File: config.mk
export PLATFORM = sky130hd
export DESIGN_NAME = regfile_wb_arbiter
export DESIGN_NICKNAME = d
export VERILOG_FILES = /design/src/rtl/regfile_wb_arbiter.sv
export SDC_FILE = /design/constraint.sdc
export NUM_CORES = 1
export LEC_CHECK = 0
export CORE_ASPECT_RATIO = 1.4
export CORE_MARGIN = 2
export CORE_UTILIZATION = 30
export CTS_CLUSTER_SIZE = 14
export DETAILED_ROUTE_END_ITERATION = 6
export GPL_TIMING_DRIVEN = 0
export REMOVE_ABC_BUFFERS = 1
export SYNTH_ARGS = -nofsm -noshare
export SYNTH_HDL_FRONTEND = slang
export SYNTH_SLANG_ARGS = --single-unit
File: constraint.sdc
create_clock -name clk -period 2.6 [get_ports clk]
set_clock_uncertainty 0.05 [all_clocks]
set_input_delay 0.52 -clock clk [delete_from_list [all_inputs] [get_ports clk]]
set_output_delay 0.52 -clock clk [all_outputs]
set_load 0.1 [all_outputs]
File: src/rtl/regfile_wb_arbiter.sv
`default_nettype none
// ============================================================================
// Module   : regfile_wb_arbiter
// Purpose  : Shares the single register-file write port between NREQ
//            writeback requesters. One request is granted per cycle. The
//            granted write is registered onto we3/wa3/wd3. A per-register
//            busy scoreboard is set by decode reservations and cleared by
//            granted writes.
// Build    : WBARB_ROUND_ROBIN_EN defined   -> round-robin arbitration
//            WBARB_ROUND_ROBIN_EN undefined -> fixed priority (lowest wins)
// Ports    : clk, rst_n (async, active low)
//            req_valid/req_rd/req_data  - packed per-requester write requests
//            req_ready                  - one-hot grant (combinational)
//            rsv_valid/rsv_rd           - destination reservation from decode
//            we3/wa3/wd3/grant_id       - registered write port + owner
//            busy                       - scoreboard, busy[0] always 0
// Revision : 1.0 - initial release
// ============================================================================
module regfile_wb_arbiter #(
  parameter int NREQ = 3
) (
  input  logic               clk,
  input  logic               rst_n,
  input  logic [NREQ-1:0]    req_valid,
  input  logic [5*NREQ-1:0]  req_rd,
  input  logic [32*NREQ-1:0] req_data,
  output logic [NREQ-1:0]    req_ready,
  input  logic               rsv_valid,
  input  logic [4:0]         rsv_rd,
  output logic               we3,
  output logic [4:0]         wa3,
  output logic [31:0]        wd3,
  output logic [31:0]        busy,
  output logic [2:0]         grant_id
);

  logic        r_we3;
  logic [4:0]  r_wa3;
  logic [31:0] r_wd3;
  logic [31:0] r_busy;
  logic [2:0]  r_grant_id;

  logic        w_gnt_any;
  logic [2:0]  w_gnt_idx;
  logic [4:0]  w_gnt_rd;
  logic [31:0] w_gnt_data;
  logic [31:0] w_busy_nxt;

`ifdef WBARB_ROUND_ROBIN_EN
  localparam logic [2:0] c_last_rst = 3'(NREQ - 1);

  logic [2:0] r_last;
  int         w_dist;
  int         w_best;
`endif

  // Grant selection. In round-robin mode each requester gets a distance
  // from last+1 (mod NREQ); the valid requester with the smallest distance
  // wins. This keeps every index constant and avoids a variable rotate.
  always_comb begin
    w_gnt_any  = 1'b0;
    w_gnt_idx  = '0;
    w_gnt_rd   = '0;
    w_gnt_data = '0;
`ifdef WBARB_ROUND_ROBIN_EN
    w_best = NREQ;
    w_dist = 0;
    for (int i = 0; i < NREQ; i++) begin
      w_dist = (i + NREQ - 1 - int'(r_last)) % NREQ;
      if (req_valid[i] && (w_dist < w_best)) begin
        w_best     = w_dist;
        w_gnt_any  = 1'b1;
        w_gnt_idx  = 3'(i);
        w_gnt_rd   = req_rd[5*i +: 5];
        w_gnt_data = req_data[32*i +: 32];
      end
    end
`else
    // Scan downward so the lowest valid index is the last one written.
    for (int i = NREQ - 1; i >= 0; i--) begin
      if (req_valid[i]) begin
        w_gnt_any  = 1'b1;
        w_gnt_idx  = 3'(i);
        w_gnt_rd   = req_rd[5*i +: 5];
        w_gnt_data = req_data[32*i +: 32];
      end
    end
`endif
    // No grant may be consumed while the block is held in reset.
    if (!rst_n) begin
      w_gnt_any = 1'b0;
    end
  end

  generate
    for (genvar gi = 0; gi < NREQ; gi++) begin : g_ready
      assign req_ready[gi] = w_gnt_any && (w_gnt_idx == 3'(gi));
    end
  endgenerate

  // Scoreboard next state: the reservation is applied after the clear so a
  // same-register collision leaves the bit set for the newer producer.
  always_comb begin
    w_busy_nxt = r_busy;
    if (w_gnt_any) begin
      w_busy_nxt[w_gnt_rd] = 1'b0;
    end
    if (rsv_valid && (rsv_rd != 5'd0)) begin
      w_busy_nxt[rsv_rd] = 1'b1;
    end
    w_busy_nxt[0] = 1'b0;
  end

  always_ff @(posedge clk or negedge rst_n) begin
    if (!rst_n) begin
      r_we3      <= 1'b0;
      r_wa3      <= '0;
      r_wd3      <= '0;
      r_grant_id <= '0;
      r_busy     <= '0;
    end else begin
      r_busy <= w_busy_nxt;
      r_we3  <= w_gnt_any && (w_gnt_rd != 5'd0);
      if (w_gnt_any) begin
        // Address/data/owner follow every grant, including x0 writes.
        r_wa3      <= w_gnt_rd;
        r_wd3      <= w_gnt_data;
        r_grant_id <= w_gnt_idx;
      end
    end
  end

`ifdef WBARB_ROUND_ROBIN_EN
  always_ff @(posedge clk or negedge rst_n) begin
    if (!rst_n) begin
      r_last <= c_last_rst;
    end else if (w_gnt_any) begin
      r_last <= w_gnt_idx;
    end
  end
`endif

  assign we3      = r_we3;
  assign wa3      = r_wa3;
  assign wd3      = r_wd3;
  assign busy     = r_busy;
  assign grant_id = r_grant_id;

endmodule
`default_nettype wire

## Yosys cells after proc, flatten, opt, wreduce, memory -nomap -nowiden

Cells that the tools add are included.
W data, S select, Z words.

| cells by class | value |
|---|---|
| magnitude comparators | 4 |
| eq/ne operators | 2 |
| muxes and demuxes | 19 |
| bitwise logic cells | 3 |
| reductions and logical operators | 10 |

Operators by type and width:

| cell | number |
|---|---|
| $mux W32 | 5 |
| $and A32 B32 Y32 | 1 |
| $not A32 Y32 | 1 |
| $or A32 B32 Y32 | 1 |
| $mux W5 | 3 |
| $lt A5 B6 Y1 const B | 2 |
| $demux W1 S5 | 2 |
| $ge A5 B1 Y1 const B | 2 |
| $reduce_bool A5 Y1 | 2 |
| $logic_and A1 B1 Y1 | 7 |
| $mux W1 | 6 |
| $mux W3 | 2 |
| $eq A3 B1 Y1 const B | 1 |
| $eq A3 B2 Y1 const B | 1 |
| $logic_not A3 Y1 | 1 |
| $mux W2 | 1 |

| storage, ports and cells | value |
|---|---|
| register bits after elaboration | 72 |
| output and inout bits | 76 |
| logic and storage cells | 43 |

## Longest topological paths before layout

Gate-level depths: netlist of run 1.

| logic depth | value |
|---|---|
| depth after elaboration | 12 |
| mapped depth | 8 |
| depth with buffers taken out | 4 |

## Worst setup path after synthesis of run 1

Ideal clock, no wire load.

| path | value |
|---|---|
| kind | input to output |
| start | input req_valid[0] |
| end | output req_ready[0] |
| data arrival time | 1858 ps |
| required time | 2030 ps |
| slack | 172 ps |
| stages | 4 |
| buffers on the path | 3 |
| cells stage by stage | buf_4 -> buf_4 -> clkbuf_1 -> and2_1 |

| between the ends | value |
|---|---|
| cells in the longest elaborated chain, start to end | 3 |

Ends and longest elaborated chain:

| what | RTL line | RTL |
|---|---|---|
| start, declared | 24 | `input logic [NREQ-1:0] req_valid,` |
| $mux W3 / $mux W1 (equally long branches) | 81 | `if (req_valid[i]) begin` |
| $logic_not A3 Y1 / $mux W1 (equally long branches) | 97, 90 |  |
| $logic_and A1 B1 Y1 * | 97 | `assign req_ready[gi] = w_gnt_any && (w_gnt_idx == 3'(gi));` |
| end, declared | 27 | `output logic [NREQ-1:0] req_ready,` |

Mark *: on every way between the ends. The rest lies on a longest branch, timed or not.

## Worst setup path in the final report of run 1

| path | value |
|---|---|
| start | input req_valid[2] |
| end | output req_ready[2] |

| between the ends | value |
|---|---|
| cells in the longest elaborated chain, start to end | 5 |

Ends and longest elaborated chain:

| what | RTL line |
|---|---|
| $mux W2 / $mux W1 (equally long branches) | 81 |
| $mux W3 / $mux W1 (equally long branches) (2 in series) | 81 |
| $eq A3 B2 Y1 / $mux W1 (equally long branches) | 97, 90 |
| $logic_and A1 B1 Y1 * | 97 |

Marks and branches as above.

==> reports/results.ini, run 1 <==
[status]
outcome=finished with violations
violations=max-slew violations

[floorplan]
ios=198
dieArea_um2=13900
die_w_um=100
dieHeight_um=139
start_util_pct=30.6
core_um2=12800
placementRows=49

[worst_setup_path]
critPathCaptureType=output port
rrSetupSlack_ns=1.79
cp-start-kind=input port
cp_max_fo=22
critical_path_class=in2out
required_ns=2.03
cp.arrival_ns=2.00

[timing]
fin_crit_ns=2.57
tightestPinTransition_ns=1.50
period_share_pct=98.7
drv_slew=15
clock.fmax_mhz=390
rsz0062_at_grt=yes
hold_viol=0
setup_viol=0
maxSlewHeadroom_pct=-0.0634

[pwr]
p_per_area_nw_per_um2=728
irDropWorstVdd_mv=0.579
p_leak_nw=2.42
totalPowerFinal_w=0.00454

[global_route]
grt_first_pass_wirelength_um=23500
antenna_found_initial=1
grt_max_degree=51
globalRouteMet1Util_pct=27.6
gr-total-overflow=0
track_usage_pct=21.9
met3_usage_pct=8.47
grt_util_met2_pct=34.1
grt_busiest_layer=met2
grt_pass1_vias=4033

[logic_synthesis]
syn_area_um2=3900
ys_ff_latch=71
synth-edff-count=0
synth_commonest_cells=dfrtp_1, nand2_1, o31ai_1
synth_area_per_cell_um2=9.03
synthTopCellsByArea=dfrtp_1, o31ai_1, a221oi_1
synth_top_area_cell=dfrtp_1
synthFlopType=dfrtp_1
synthArstFlopShare_pct=100
synthMostInstantiatedCell=dfrtp_1
netlist_instances=432
synth_top_area_share_pct=45.5
yosys_warnings=0
yosysUniqueCellTypes=41
ys_seq_area_share_pct=45.5

[drt]
wirelength_um=15700
dr_total_vias=4136
ant_nets=0
drc_errors=0
viasPerCell=5.40
drtPass1Iterations=5
drt-initial-drc-count=180
wl_per_cell_um=20.5

[placement]
hpwl_um=11200
portBuffers=195
placed_cells=744
gp_congestion=0.829

[clock_tree]
holdBufCountCts=0
cts_buffers=9
clockBufferDepth=2
clock_sinks=71
clk_pin_slew_ns=0.06
cts_root_buffer=clkbuf_16
clk_latency_ns=0.33
cts_tree=built
htreeDepth=3

[run]
cap_violations=0

[finish]
syn_to_final_growth_pct=59.9
drive_above_1_share_pct=6.37
final_cells=766
final_net_count=729

[min_path]
min_path_type=in2async

-- per-stage QoR --
| stage | worst slack (ns) | hold WS, ns | instance area (µm²) | utilization (%) | setup TNS (ns) |
|---|---|---|---|---|---|
| final | 0.0338 | 0.0535 | 6240 | 48.9 | 0 |
| after detailed placement | -1.51 | 0.416 | 5880 | 46.1 | -23.45 |
| after global placement | -4.59 | 0.411 | 5780 | 45.4 | -421.75 |
| after CTS | 0.0233 | 0.0526 | 6230 | 48.8 | 0 |
| after global routing | -0.0350 | 0.0710 | 6240 | 48.9 | -0.0350 |
| after floorplan | -0.532 | 0.174 | 3640 | - | -3.57 |
-- routing by layer --
layer,wire length (µm),part of all wire (%)
met5,0,0
met4,336,2.1
met3,1560,10
met2,7290,46
met1,6500,41
-- worst max-delay path, stage by stage --
cell           delay (ns)
dlygate4sd2_1        0.49
nor2b_4              0.30
buf_16               0.18
and3_1               0.19
buf_4                0.30
-- repair_timing --
item,in CTS,in global routing
resized for setup,16,3
setup endpoints to repair,27,19
cloned,1,0
pin swaps,0,1
setup buffers,3,0
-- placed cells by master, fill, tap and decap left out, types with 3 or more instances in the layout --
master,count
clkdlybuf4s50_1,188
dfrtp_1,71
nand2_1,62
o31ai_1,53
nor2_1,50
a221oi_1,32
o21ai_0,24
nand3_1,23
a21oi_1,14
nor4_1,10
clkbuf_16,9
buf_4,8
nor2b_1,5
and3b_1,4
and3_1,3
inv_1,3
nand3b_1,3
a22o_1,3
a22oi_1,3
a21o_1,3
nor3b_1,3
nor3_1,3
clkbuf_8,3
buf_16,3
-- cell type report --
| class | count | area, µm² |
|---|---|---|
| diodes | 1 | 2.50 |
| clock buffers | 13 | 270 |
| clock inverters | 3 | 40.0 |
| fillers | 1236 | 6510 |
| inverters | 4 | 18.8 |
| multi-input cells | 316 | 1860 |
| flip-flops and latches | 71 | 1780 |
| well taps | 153 | 191 |
| repair buffers | 204 | 2080 |
| repair inverters | 1 | 5.00 |
-- flip-flops by register name (all words and copies together) (netlist names) --
signal / count
busy: 31
grant_id: 2
wa3: 5
wd3: 32
we3: 1
-- worst paths after layout --
check	from	to	cells after the start
max reg2reg	busy[23]	busy[23]	2
min	rst_n	wa3[0]	1
min reg2reg	wa3[0]	wa3[0]	2
min in group clk	wa3[0]	wa3[0]	2
max in group asynchronous	rst_n	wa3[3]	2
max	req_valid[2]	req_ready[2]	5
-- kinds of logic (layout without fill, tap and decap cells) --
logic type             Yosys count  count (layout)  share of synthesized area (%)
buffers and inverters           46             225                           7.18
other                            1               3                         0.0961
and+or+nand+nor                174             174                           21.2
DFF                             71              71                           45.5
AOI/OAI and AO/OA              140             140                           26.0
-- where the power goes --
part / leakage [nW] / internal (W) / switching (W) / total [W]
clock: 0.156 / 0.000818 / 0.000467 / 0.00129
combinational: 1.47 / 0.000528 / 0.00141 / 0.00194
sequential: 0.797 / 0.00124 / 0.0000785 / 0.00132
No activity file was read; power rests on OpenSTA's default activity.
==> inputs of run 2 (changes only) <==
--- a/config.mk
+++ b/config.mk
@@ -11,7 +11,9 @@
 export CTS_CLUSTER_SIZE = 14
 export DETAILED_ROUTE_END_ITERATION = 6
 export GPL_TIMING_DRIVEN = 0
+export HOLD_SLACK_MARGIN = 0.05
 export REMOVE_ABC_BUFFERS = 1
+export SKIP_CTS_REPAIR_TIMING = 1
 export SYNTH_ARGS = -nofsm -noshare
 export SYNTH_HDL_FRONTEND = slang
 export SYNTH_SLANG_ARGS = --single-unit
==> run 2 against run 1 <==
The run now ends clean. Cell count rose by 0.52%. Clock power barely moved. Sequential power barely moved. Non-clock buffer count rose by 3. Worst setup slack improved by 0.065 ns. Cell area rose by 0.40%. Routed wire length rose by 0.62%. Die area did not move. Critical endpoint unchanged. Largest power group unchanged.
==> reports/results.ini, run 2 (synthesized netlist as in run 1, its figures left out) <==
[pwr]
irDropWorstVdd_mv=0.579  ; about the same
p_leak_nw=2.44  ; +0.61%
p_per_area_nw_per_um2=725  ; -0.35%

[placement]
placed_cells=744  ; unchanged
gp_congestion=0.829  ; unchanged
portBuffers=195  ; unchanged
hpwl_um=11200  ; unchanged
place_area_um2=5880  ; unchanged

[timing]
drv_slew=0  ; -15
period_share_pct=96.2  ; -2.5 points
clock.fmax_mhz=400  ; +2.6%
maxSlewHeadroom_pct=27.2  ; +27 points
tightestPinTransition_ns=1.09  ; -0.413 ns
fin_crit_ns=2.50  ; -0.0646 ns
rsz0062_at_grt=no
setup_viol=0  ; unchanged
hold_viol=0  ; unchanged

[worst_setup_path]
cp_max_fo=47  ; +110%
cp.depth=5  ; unchanged
rr_worst_depth=2  ; unchanged
crit_family=buffers and inverters
cp_slowest_cell=clkbuf_4
cp-start-kind=input port
critical_path_class=in2out
rrSetupSlack_ns=1.80  ; about the same
crit_top_cell=clkbuf_4
cp_cell_sequence=clkbuf_4 -> nor2b_4 -> buf_16 -> and3_1 -> clkbuf_4
rr_startpoint=busy[23]
cp_num_buf_inv=3  ; unchanged
required_ns=2.03  ; about the same
critPathCaptureType=output port
cp.arrival_ns=1.93  ; -0.07 ns
critPathMaxStageDelay_ns=0.36  ; -0.13 ns
reg2reg_to=busy[23]

[clock_tree]
clock_sinks=71  ; unchanged
htreeDepth=3  ; unchanged
cts_tree=built
clockBufferDepth=2  ; unchanged
clk_latency_ns=0.33  ; about the same
cts_buffers=9  ; unchanged
cts_root_buffer=clkbuf_16
clk_pin_slew_ns=0.06  ; about the same

[finish]
final_net_count=733  ; +0.55%
final_cell_mix=clkdlybuf4s50_1, dfrtp_1, nand2_1
final_cell_area_um2=6260  ; +0.40%
final_cells=770  ; +0.52%
post-route-util_pct=49.1  ; +0.20 points
syn_to_final_growth_pct=60.5
largest_register_ffs=32  ; unchanged
drive_above_1_share_pct=7.14  ; +0.77 points
final_common_cell=clkdlybuf4s50_1

[drt]
viasPerCell=5.40  ; about the same
drtPass1Iterations=4  ; -1
drc_errors=0  ; unchanged
wl_per_cell_um=20.5  ; +0.10%
dr_total_vias=4159  ; +0.56%
drt-initial-drc-count=174  ; -3.3%
wirelength_um=15800  ; +0.62%
ant_nets=0  ; unchanged

[status]
outcome=completed

[floorplan]
dieHeight_um=139  ; unchanged
ios=198  ; unchanged
core_um2=12800  ; unchanged
placementRows=49  ; unchanged
dieArea_um2=13900  ; unchanged
die_w_um=100  ; unchanged
start_util_pct=30.6  ; unchanged

[run]
cap_violations=0  ; unchanged

[global_route]
grt_pass1_vias=3996  ; -0.92%
track_usage_pct=21.5  ; -0.41 points
grt_first_pass_wirelength_um=23200  ; -1.4%
antenna_found_initial=1  ; unchanged
grt_max_degree=51  ; unchanged
gr-total-overflow=0  ; unchanged

[min_path]
min_path_type=in2async

run 2: changes by cell type in the layout (fill, tap and decap cells not counted):
cell,delta
dlygate4sd2_1,-1
a22oi_1,-1
a211o_1,+1
a211o_2,-1
clkbuf_4,+2
buf_6,-1
a22oi_2,+1
o31ai_2,+1
clkdlybuf4s15_2,-1
clkbuf_2,+2
buf_4,+2
run 2: worst reg2reg max path: stages (launching register included):
cell     delay (ns)
dfrtp_1        0.41
o31ai_1        0.10
nand3_1        0.12
run 2: layout make-up:
cell class                      instances  area [µm²]
Fill cell                            1244        6490
Clock inverter                          3        40.0
Clock buffer                           13         270
Sequential cell                        71        1780
Tap cell                              153         191
Multi-Input combinational cell        317        1870
Antenna cell                            1        2.50
Timing Repair inverter                  1        5.00
Timing Repair Buffer                  207        2080
Inverter                                4        18.8
run 2: worst max path at each step:
stage                 start            to
2_1_floorplan  req_valid[2]  req_ready[2]
3_3_place_gp          rst_n      busy[31]
3_5_place_dp   req_valid[2]  req_ready[2]
4_1_cts        req_valid[2]  req_ready[2]
5_1_grt        req_valid[0]  req_ready[2]
6_report       req_valid[1]  req_ready[2]
run 2: layer usage:
layer,wire length (µm),track usage (%),up-vias
met1,6310,27.3,1992
met4,325,7.86,0
li1,-,-,1961
met3,1730,8.62,20
met5,0,0,-
met2,7420,32.9,186
run 2: through the flow:
stage / hold WS [ns] / setup TNS (ns) / power, W / setup slack (ns)
finish: 0.0530 / 0 / 0.00454 / 0.0984
global route: 0.0712 / 0 / 0.00472 / 0.0235
CTS: 0.0526 / -7.43 / 0.00457 / -1.52
detailed placement: 0.416 / -23.45 / 0.00326 / -1.51
global placement: 0.411 / -421.75 / 0.00323 / -4.59
floorplan: 0.174 / -3.57 / 0.00259 / -0.532
run 2: power by group:
group | total (W) | internal (W) | switching, W
logic | 0.00195 | 0.000530 | 0.00142
registers | 0.00132 | 0.00124 | 0.0000785
clock network | 0.00128 | 0.000818 | 0.000463
total | 0.00454 | 0.00259 | 0.00196
==> inputs of run 3 (changes only) <==
==> constraint.sdc (replaced) <==
create_clock -name clk -period 2.6 [get_ports clk]
set_clock_uncertainty 0.05 [all_clocks]
set_input_delay 0.39 -clock clk [delete_from_list [all_inputs] [get_ports clk]]
set_output_delay 0.39 -clock clk [all_outputs]
set_load 0.1 [all_outputs]
==> run 3 against run 2 <==
Cell count is 0.26% higher. Worst setup slack improved by 0.043 ns. Sequential power is essentially flat. Critical path type unchanged. Register-to-register slack got worse by 0.02 ns. Critical path depth is 1 lower. Power is 0.35% higher. Core utilization rose by 0.31 points.
==> reports/results.ini, run 3 (synthesized netlist as in run 1, its figures left out) <==
[timing]
hold_viol=0  ; unchanged
drv_slew=0  ; unchanged
worst_slack_ns=0.141  ; +0.0427 ns
maxSlewHeadroom_pct=27.3  ; +0.051 points
fin_crit_ns=2.46  ; -0.0427 ns
tightestPinTransition_ns=1.09  ; -0.000766 ns
setup_viol=0  ; unchanged
rsz0062_at_grt=no
period_share_pct=94.6  ; -1.6 points
clock.fmax_mhz=407  ; +1.7%
holdWs_ns=0.423  ; +0.370 ns

[drt]
drc_errors=0  ; unchanged
ant_nets=0  ; unchanged
dr_total_vias=4219  ; +1.4%
wl_per_cell_um=20.9  ; +1.8%
wirelength_um=16100  ; +2.0%
drt-initial-drc-count=207  ; +19%
viasPerCell=5.47  ; +1.2%
drtPass1Iterations=4  ; unchanged

[finish]
largest_register_ffs=32  ; unchanged
final_cell_area_um2=6300  ; +0.64%
final_net_count=735  ; +0.27%
fillers=1239  ; -0.40%
post-route-util_pct=49.4  ; +0.31 points
final_cells=772  ; +0.26%
final_cell_mix=clkdlybuf4s50_1, dfrtp_1, nand2_1
final_common_cell=clkdlybuf4s50_1
drive_above_1_share_pct=6.96  ; -0.18 points
syn_to_final_growth_pct=61.5

[worst_setup_path]
critPathCaptureType=output port
required_ns=2.16  ; +0.13 ns
endpoint=req_ready[0]
reg2reg_to=busy[23]
rr_startpoint=busy[23]
rrSetupSlack_ns=1.78  ; -0.02 ns
rr_worst_depth=2  ; unchanged
cp.arrival_ns=2.02  ; +0.09 ns
cp-startpoint=rst_n
cp_max_fo=5  ; -89%
cp-start-kind=input port
critical_path_class=in2out

[placement]
hpwl_um=11200  ; unchanged
portBuffers=195  ; unchanged
place_ws_ns=-1.25  ; +0.260 ns
place_area_um2=5880  ; unchanged
placed_cells=744  ; unchanged
gp_congestion=0.829  ; unchanged

[floorplan]
die_w_um=100  ; unchanged
ios=198  ; unchanged
placementRows=49  ; unchanged
core_um2=12800  ; unchanged
dieHeight_um=139  ; unchanged
start_util_pct=30.6  ; unchanged
dieArea_um2=13900  ; unchanged

[global_route]
grt_pass1_vias=3996  ; unchanged
grt_first_pass_wirelength_um=23200  ; unchanged
grt_max_degree=51  ; unchanged
antenna_found_initial=1  ; unchanged
gr-total-overflow=0  ; unchanged
track_usage_pct=21.5  ; unchanged

[min_path]
min_path_cells=2
min_path_type=reg2reg

[clock_tree]
clock_sinks=71  ; unchanged
cts_tree=built
clk_pin_slew_ns=0.06  ; about the same
clockBufferDepth=2  ; unchanged
cts_buffers=9  ; unchanged
cts_root_buffer=clkbuf_16
htreeDepth=3  ; unchanged
clk_latency_ns=0.33  ; about the same

[status]
outcome=completed

[run]
cap_violations=0  ; unchanged

[pwr]
p_leak_nw=2.47  ; +1.5%
p_per_area_nw_per_um2=723  ; -0.29%
irDropWorstVdd_mv=0.580  ; about the same

## run 3: worst max-delay path: stages
cell and delay (ns):
dlygate4sd3_1 0.54, buf_4 0.21, and2_1 0.14, dlymetal6s2s_1 0.74
## run 3: power breakdown
group,switching (W),internal (W)
Sequential,0.0000789,0.00124
Clock,0.000468,0.000818
Combinational,0.00142,0.000535
Total,0.00197,0.00259
## run 3: cell type report
class | instances | area (µm²) | share of cell area (%)
clock buffers | 13 | 270 | 4.29
diodes | 1 | 2.50 | 0.0397
well taps | 153 | 191 | 3.04
repair buffers | 209 | 2120 | 33.7
flip-flops and latches | 71 | 1780 | 28.2
clock inverters | 3 | 40.0 | 0.635
inverters | 4 | 18.8 | 0.298
multi-input cells | 317 | 1870 | 29.7
repair inverters | 1 | 5.00 | 0.0794
## run 3: worst min-delay path by stage
stage                      startpoint     endpoint
after floorplan                 rst_n     busy[10]
after global placement        wd3[11]      wd3[11]
after detailed placement        rst_n      wd3[15]
after CTS                       rst_n       wa3[0]
after global routing      grant_id[0]  grant_id[0]
final                          wa3[0]       wa3[0]
## run 3: per-stage QoR
| step | power, W | TNS [ns] |
|---|---|---|
| after detailed placement | 0.00326 | -14.10 |
| after floorplan | 0.00259 | -1.02 |
| after global placement | 0.00323 | -402.51 |
| after CTS | 0.00457 | -3.63 |
| after global routing | 0.00473 | 0 |
| final | 0.00456 | 0 |
## run 3: layer usage
layer / wire [µm] / up-vias / global-route usage, % / part of all wire, %
met2: 7500 / 205 / 32.9 / 47
met4: 350 / 0 / 7.86 / 2.2
met5: 0 / - / 0 / 0
met1: 6530 / 2025 / 27.3 / 41
li1: - / 1966 / - / -
met3: 1740 / 23 / 8.62 / 11
